### config.mk
export PLATFORM = sky130hd
export DESIGN_NAME = usb_hub_repeater
export DESIGN_NICKNAME = d
export VERILOG_FILES = /design/src/rtl/usb_hub_repeater.sv
export SDC_FILE = /design/constraint.sdc
export NUM_CORES = 1
export LEC_CHECK = 0
export CAP_MARGIN = 5
export CORE_MARGIN = 4
export CORE_UTILIZATION = 42
export DETAILED_ROUTE_END_ITERATION = 7
export PLACE_DENSITY = 0.83
export REMOVE_ABC_BUFFERS = 1
export SYNTH_ARGS = -nofsm -noshare
export SYNTH_HDL_FRONTEND = slang
export SYNTH_SLANG_ARGS = --single-unit
### constraint.sdc
create_clock -name hi_clock -period 3.05 [get_ports hi_clock]
set_input_delay 0.7625 -clock hi_clock [delete_from_list [all_inputs] [get_ports hi_clock]]
set_output_delay 0.7625 -clock hi_clock [all_outputs]
set_load 0.01 [all_outputs]
### src/rtl/usb_hub_repeater.sv
// Packet-level hub repeater: broadcasts host bytes downstream, locks
// the first responding port upstream, with timeout and babble lockout.
module usb_hub_repeater #(
  parameter int NUM_USB_DEVICES = 16,
  parameter int DATA_W = 8,
  parameter int MAX_PKT_BYTES = 1027,
  parameter int TIMEOUT_CYCLES = 64,
  localparam int PW = $clog2(NUM_USB_DEVICES),
  localparam int CW = $clog2(MAX_PKT_BYTES + 1),
  localparam int TW = $clog2(TIMEOUT_CYCLES + 1)
) (
  input  logic                              hi_clock,
  input  logic                              reset,
  input  logic [NUM_USB_DEVICES-1:0]        port_enable,
  input  logic [NUM_USB_DEVICES-1:0]        babble_clear,
  input  logic                              us_rx_valid,
  input  logic [DATA_W-1:0]                 us_rx_data,
  input  logic                              us_rx_last,
  output logic [NUM_USB_DEVICES-1:0]        ds_tx_valid,
  output logic [DATA_W-1:0]                 ds_tx_data,
  output logic                              ds_tx_last,
  input  logic [NUM_USB_DEVICES-1:0]        ds_rx_valid,
  input  logic [NUM_USB_DEVICES*DATA_W-1:0] ds_rx_data,
  input  logic [NUM_USB_DEVICES-1:0]        ds_rx_last,
  output logic                              us_tx_valid,
  output logic [DATA_W-1:0]                 us_tx_data,
  output logic                              us_tx_last,
  output logic [PW-1:0]                     active_port,
  output logic [1:0]                        rep_state,
  output logic [NUM_USB_DEVICES-1:0]        babble_err
);

  typedef enum logic [1:0] {
    IDLE      = 2'd0,
    DOWN      = 2'd1,
    WAIT_RESP = 2'd2,
    UP        = 2'd3
  } state_t;

  state_t state, state_n;
  logic [PW-1:0] ap_n, pick;
  logic [CW-1:0] cnt, cnt_n;
  logic [TW-1:0] tmr, tmr_n;
  logic [NUM_USB_DEVICES-1:0] eff_en, req, set_mask;
  logic [NUM_USB_DEVICES-1:0] dv_n;
  logic [DATA_W-1:0] dd_n, ud_n;
  logic dl_n, uv_n, ul_n;
  logic [DATA_W-1:0] rx_byte [NUM_USB_DEVICES];

  always_comb begin
    for (int i = 0; i < NUM_USB_DEVICES; i++)
      rx_byte[i] = ds_rx_data[i*DATA_W +: DATA_W];
  end

  // Lowest-index enabled responder wins arbitration
  always_comb begin
    eff_en = port_enable & ~babble_err;
    req = ds_rx_valid & eff_en;
    pick = '0;
    for (int i = NUM_USB_DEVICES - 1; i >= 0; i--)
      if (req[i]) pick = PW'(i);
  end

  always_comb begin
    state_n = state;
    ap_n = active_port;
    cnt_n = cnt;
    tmr_n = tmr;
    set_mask = '0;
    dv_n = '0;
    dd_n = '0;
    dl_n = 1'b0;
    uv_n = 1'b0;
    ud_n = '0;
    ul_n = 1'b0;
    unique case (state)
      IDLE, DOWN, WAIT_RESP: begin
        if (state == WAIT_RESP && tmr != TW'(TIMEOUT_CYCLES))
          tmr_n = tmr + TW'(1);
        if (us_rx_valid) begin
          dv_n = eff_en;
          dd_n = us_rx_data;
          dl_n = us_rx_last;
          state_n = us_rx_last ? WAIT_RESP : DOWN;
          if (us_rx_last) tmr_n = '0;
        end else if (state == WAIT_RESP) begin
          if (|req) begin
            ap_n = pick;
            uv_n = 1'b1;
            ud_n = rx_byte[pick];
            cnt_n = CW'(1);
            ul_n = ds_rx_last[pick];
            state_n = ds_rx_last[pick] ? WAIT_RESP : UP;
            if (ds_rx_last[pick]) tmr_n = '0;
          end else if (tmr == TW'(TIMEOUT_CYCLES - 1)) begin
            state_n = IDLE;
          end
        end
      end
      UP: begin
        if (!port_enable[active_port]) begin
          // Synthesize an end of packet so the host sees a closed frame
          uv_n = 1'b1;
          ul_n = 1'b1;
          state_n = IDLE;
        end else if (ds_rx_valid[active_port]) begin
          uv_n = 1'b1;
          ud_n = rx_byte[active_port];
          if (cnt != CW'(MAX_PKT_BYTES))
            cnt_n = cnt + CW'(1);
          if (ds_rx_last[active_port]) begin
            ul_n = 1'b1;
            state_n = WAIT_RESP;
            tmr_n = '0;
          end else if (cnt == CW'(MAX_PKT_BYTES - 1)) begin
            ul_n = 1'b1;
            set_mask[active_port] = 1'b1;
            state_n = WAIT_RESP;
            tmr_n = '0;
          end
        end
      end
      default: state_n = IDLE;
    endcase
  end

  always_ff @(posedge hi_clock) begin
    if (reset) begin
      state <= IDLE;
      active_port <= '0;
      cnt <= '0;
      tmr <= '0;
      babble_err <= '0;
      ds_tx_valid <= '0;
      ds_tx_data <= '0;
      ds_tx_last <= 1'b0;
      us_tx_valid <= 1'b0;
      us_tx_data <= '0;
      us_tx_last <= 1'b0;
    end else begin
      state <= state_n;
      active_port <= ap_n;
      cnt <= cnt_n;
      tmr <= tmr_n;
      babble_err <= (babble_err & ~babble_clear) | set_mask;
      ds_tx_valid <= dv_n;
      ds_tx_data <= dd_n;
      ds_tx_last <= dl_n;
      us_tx_valid <= uv_n;
      us_tx_data <= ud_n;
      us_tx_last <= ul_n;
    end
  end

  assign rep_state = state;

endmodule

# After elaboration in Yosys (flattened, before gate mapping)

Index checks and enable logic that the tools add are counted.
Widths: inputs -> output; s select.

Register bits after elaboration: 75
Bits in latches: 0
Memory bits (writable): 0
ROM bits: 0
Bits of input ports: 204
Output and inout bits: 57
Word-level logic and storage cells: 142
Memories kept: 0

Add/sub/neg operators: 2
$mul: 0
Div/mod/pow operators: 0
Magnitude comparators: 5
Eq/ne operators: 18
Shifts and indexed selects: 0
Muxes and demuxes: 86
Bitwise logic cells: 10
Reductions and logical operators: 10

Operators by type and width:

| kind                  | number |
|---|---|
| $mux 16               | 5 |
| $mux 8                | 9 |
| $mux 7                | 10 |
| $mux 11               | 6 |
| $bmux 8 s4            | 2 |
| $mux 4                | 16 |
| $and 16x16->16        | 3 |
| $not 16->16           | 2 |
| $pmux 11 s2           | 1 |
| $mux 1                | 18 |
| $mux 2                | 9 |
| $bmux 1 s4            | 4 |
| $or 16x16->16         | 1 |
| $pmux 8 s2            | 1 |
| $reduce_or 16->1      | 1 |
| $pmux 7 s2            | 1 |
| $ne 2x2->1 const B    | 6 |
| $add 11x1->11 const B | 1 |
| $eq 11x11->1 const B  | 1 |
| $ne 11x11->1 const B  | 1 |
| $ge 5x5->1 const B    | 2 |
| $lt 4x5->1 const B    | 2 |
| $not 4->5             | 2 |
| $ne 3x3->1 const B    | 3 |
| 17 further kinds      | 24 |

# Logic depth before layout (Yosys ltp)

Depth in word-level cells: 27
Mapped depth: 11
Mapped depth without buffers: 9

# Worst setup path before layout

No wires, ideal clock.

Path type: in2reg
Start point: in ds_rx_valid[14]
End point: reg tmr[3]
Library setup time: 0.122 ns
Data arrival time: 2.724 ns
Required time: 2.928 ns
Setup slack: 0.205 ns
Stages on the path: 10
Path buffers: 1
Cell sequence: and3b_1 o211a_1 o311a_1 o21bai_1 buf_4 mux2i_1 a211oi_2 o2bb2ai_2 a21oi_1 a221o_1

Cells in the longest elaborated chain, start to end: 23
Elaborated cells between the ends (all ways): 28
Classes of those cells: 1 x eq/ne; 24 x mux; 1 x bitwise; 2 x reduce/logical

Ends and longest elaborated chain:

| item                         | RTL line | source |
|---|---|---|
| from (decl)                  | 22       | `input logic [NUM_USB_DEVICES-1:0] ds_rx_valid,` |
| $and 16x16->16               | 58       | `req = ds_rx_valid & eff_en;` |
| $mux 4 (15 in a row)         | 61       | `if (req[i]) pick = PW'(i);` |
| $bmux 1 s4                   | 94       | `if (ds_rx_last[pick]) tmr_n = '0;` |
| $mux 1 (not written as such) | 94       |  |
| $mux 7                       | 94       |  |
| $mux 7                       | 87       | `if (\|req) begin` |
| $mux 7                       | 86       | `end else if (state == WAIT_RESP) begin` |
| $mux 7                       | 80       | `if (us_rx_valid) begin` |
| $pmux 7 s2                   | 76       | `unique case (state)` |
| to (signal assigned)         | 144      | `tmr <= tmr_n;` |
| to (decl)                    | 43       | `logic [TW-1:0] tmr, tmr_n;` |

Parallel ways exist; a longest one is shown, timed or not. The select of a mux whose other input is x is not followed.
A chain may end at the register's enable or synchronous reset.

# Worst setup path after layout

Start point: in port_enable[1]
End point: reg tmr[2]

Cells in the longest elaborated chain, start to end: 11
Elaborated cells between the ends (all ways): 16
Classes of those cells: 1 x eq/ne; 11 x mux; 2 x bitwise; 2 x reduce/logical

Ends and longest elaborated chain:

| item                         | RTL line | source |
|---|---|---|
| from (decl)                  | 14       | `input logic [NUM_USB_DEVICES-1:0] port_enable,` |
| $and 16x16->16               | 57       | `eff_en = port_enable & ~babble_err;` |
| $and 16x16->16               | 58       |  |
| $mux 4 (2 in a row)          | 61       |  |
| $bmux 1 s4                   | 94       |  |
| $mux 1 (not written as such) | 94       |  |
| $mux 7                       | 94       |  |
| $mux 7                       | 87       |  |
| $mux 7                       | 86       |  |
| $mux 7                       | 80       |  |
| $pmux 7 s2                   | 76       |  |

Parallel ways exist; a longest one is shown, timed or not. The select of a mux whose other input is x is not followed.

==> reports/metrics.cfg <==
[die]
die-area_um2 = 16200
dieHeight_um = 127
ioPinCount = 261
die_w_um = 127
initial_core_util = 0.429
row_count = 43
core-area_um2 = 13900

[worst_setup_path]
end_kind = flop
r2r_slack_ns = 0.15
crit_start = port_enable[1]
arrival_ns = 3.30
reg2reg_from = active_port[1]$_SDFFE_PP0P_
cp.required_ns = 3.33
r2r_end = babble_err[4]$_SDFF_PP0_
critPathMaxFanout = 6
reg2reg_depth = 9
critPathKind = in2reg
cp-start-kind = input pin

[timing]
hold_viol_final = 0
slew_headroom = 0.289
fin_crit_ns = 3.01
setup_viol = 0
tightest_slew_ns = 1.06
fin_worst_skew_ns = 0.00973
max_freq_mhz = 332
setup_slack_ns = 0.0360
maxSlewViolCount = 0
finalCritPeriodShare = 0.988

[clock_network]
cts.htree.levels = 3
cts_root_buf = clkbuf_16
clock_path_buffers = 2
cts_made_buffers = 9
clk_pin_slew_ns = 0.06
clk_latency_ns = 0.35
clock_sinks = 75
cts_tree = done

[logic_synthesis]
synth_area_um2 = 5980
synth.area.mux_share = 0.280
synth_cells = 649
yosysSeqAreaShare = 0.251
synth-simple-area-share = 0.248
avgSynthCellArea_um2 = 9.22
yosysWarningCount = 0
synth_xor_area_frac = 0.0103
synth_top_family_by_area = multiplexers
ys.flop_type = dfxtp_1
synth_compound_area_frac = 0.168
synth-adder-area-share = 0.00837
synthArstFlopShare = 0
synth.distinct_cells = 66
synth-edff-count = 0
yosys_register_bits = 75

[grt]
overflow = 0
antenna_found_initial = 0
grt_util_met2 = 0.480
grt.busiest_layer = met2
grt_util_all_layers = 0.278
grt_pass1_vias = 7068
grt_max_degree = 49
met1_usage = 0.314
grt_pass1_wl_um = 35800
use_met3 = 0.0794

[finish]
area_growth_pct = 66.3
final_layout_size_suffix_gt1_frac = 0.225
fin_nets = 1190
final_cell_mix = 238 x clkdlybuf4s50_1, 94 x buf_4, 88 x nand2_1
diodes = 0
ff_latch_area_um2 = 1510
multi_input_area_um2 = 4450
final_common_cell = clkdlybuf4s50_1
fillers = 1018

[run_status]
status = finished, final reports clean

[hold_path]
hp-start = babble_err[1]$_SDFF_PP0_
hold-path-cell-count = 1
hold_end = ds_tx_valid[1]$_SDFF_PP0_
hp-class = reg2reg

[power]
irDropWorstVdd_v = 0.000418
p_leak_nw = 3.83
pwr_density_cell_nw_per_um2 = 320
report.power.total_w = 0.00319

[drt]
ant_nets = 0
via_per_inst = 5.93
num_vias = 6920
drt_first_pass_iters = 7
drt-wirelength-per-cell_um = 20.3
drc = 0
wl_um = 23700
dr.first_iter.drc_count = 475

[placed_design]
dp_hpwl_um = 18000
port_buffers = 260
globalplace.congestion = 0.940
dp_slack_ns = -0.485

[run]
maxCapViolCount = 0

[how the worst max path moves through the flow]
stage / endpoint / cells after the start
6_report: tmr[2]$_SDFFE_PP0P_ / 12
5_1_grt: tmr[2]$_SDFFE_PP0P_ / 12
4_1_cts: tmr[4]$_SDFFE_PP0P_ / 12
3_5_place_dp: us_tx_data[3]$_SDFF_PP0_ / 12
3_3_place_gp: us_tx_data[3]$_SDFF_PP0_ / 12
2_1_floorplan: tmr[3]$_SDFFE_PP0P_ / 9
[repair_timing]
item                                    4_1_cts  5_1_grt
cloned                                        0        0
buffers inserted                             10        6
hold buffers                                  0        0
endpoints found under the setup margin       16       27
pin swaps                                    14       31
gates resized for setup                      14       51
[per-layer routing]
layer	wire length [µm]	part of all wire	up-vias
li1	-	-	3140
met1	8710	0.37	3286
met2	11700	0.49	406
met3	2210	0.093	88
met4	1120	0.047	0
met5	0	0	-
[cell type report]
cell class	count	share of cell area
Clock buffer	11	0.0244
Clock inverter	5	0.00428
Inverter	8	0.00302
Multi-Input combinational cell	527	0.447
Sequential cell	75	0.151
Tap cell	180	0.0226
Timing Repair Buffer	361	0.347
[Yosys cell counts, types with 8 or more instances]
cell / n / area (µm²)
a311oi_1: 17 / 149
nand2_1: 90 / 338
nor2b_1: 19 / 119
and2_1: 29 / 181
inv_1: 8 / 30.0
nor3b_1: 19 / 143
dfxtp_1: 75 / 1500
mux2i_1: 24 / 240
o22a_1: 9 / 78.8
buf_2: 11 / 55.1
a211oi_1: 16 / 120
nor3_1: 9 / 45.0
nand3_1: 13 / 65.1
clkbuf_1: 20 / 75.1
a21oi_1: 32 / 160
nor2_1: 43 / 161
mux4_2: 51 / 1150
o21ai_0: 21 / 105
nand3b_1: 20 / 150
mux2_2: 14 / 158
o21ai_1: 12 / 60.1
[power breakdown]
part           internal, W  switching (W)
registers          0.00100      0.0000179
clock network     0.000586       0.000463
logic             0.000648       0.000471
total              0.00223       0.000952
[worst max-delay path, cell delays in order]
cell,delay (ns)
clkdlybuf4s50_1,0.42
buf_4,0.14
nand3b_1,0.15
and2_1,0.18
nand3_1,0.21
o21ai_0,0.28
nand3b_1,0.17
a211oi_4,0.30
o2bb2ai_4,0.15
buf_6,0.16
a221oi_2,0.26
a21o_1,0.11
[cell families (layout without fill, tap and decap cells)]
family | Yosys count | after routing
fa+ha+maj | 4 | 4
simple gates | 281 | 281
xor+xnor | 7 | 7
buf+inv | 47 | 385
compound gates | 140 | 140
mux | 95 | 95
flops | 75 | 75
[flip-flops by register name, indices dropped and copies added (netlist names)]
register	flops
us_tx_data	8
active_port	4
ds_tx_valid	16
us_tx_last	1
tmr	7
babble_err	16
ds_tx_data	8
ds_tx_last	1
cnt	11
us_tx_valid	1
rep_state	2
[metrics by stage]
stage	util	area [µm²]	std cells	hold WS [ns]	setup TNS [ns]
after floorplan	-	5810	610	0.462	-54.09
after global routing	0.714	9940	1167	0.495	-0.391
final	0.714	9940	1167	0.483	0
after detailed placement	0.671	9350	1136	0.463	-12.76
after CTS	0.699	9740	1162	0.476	-0.0140
after global placement	0.671	9350	1136	0.460	-10.62
Power figures use the tool's default switching activity.
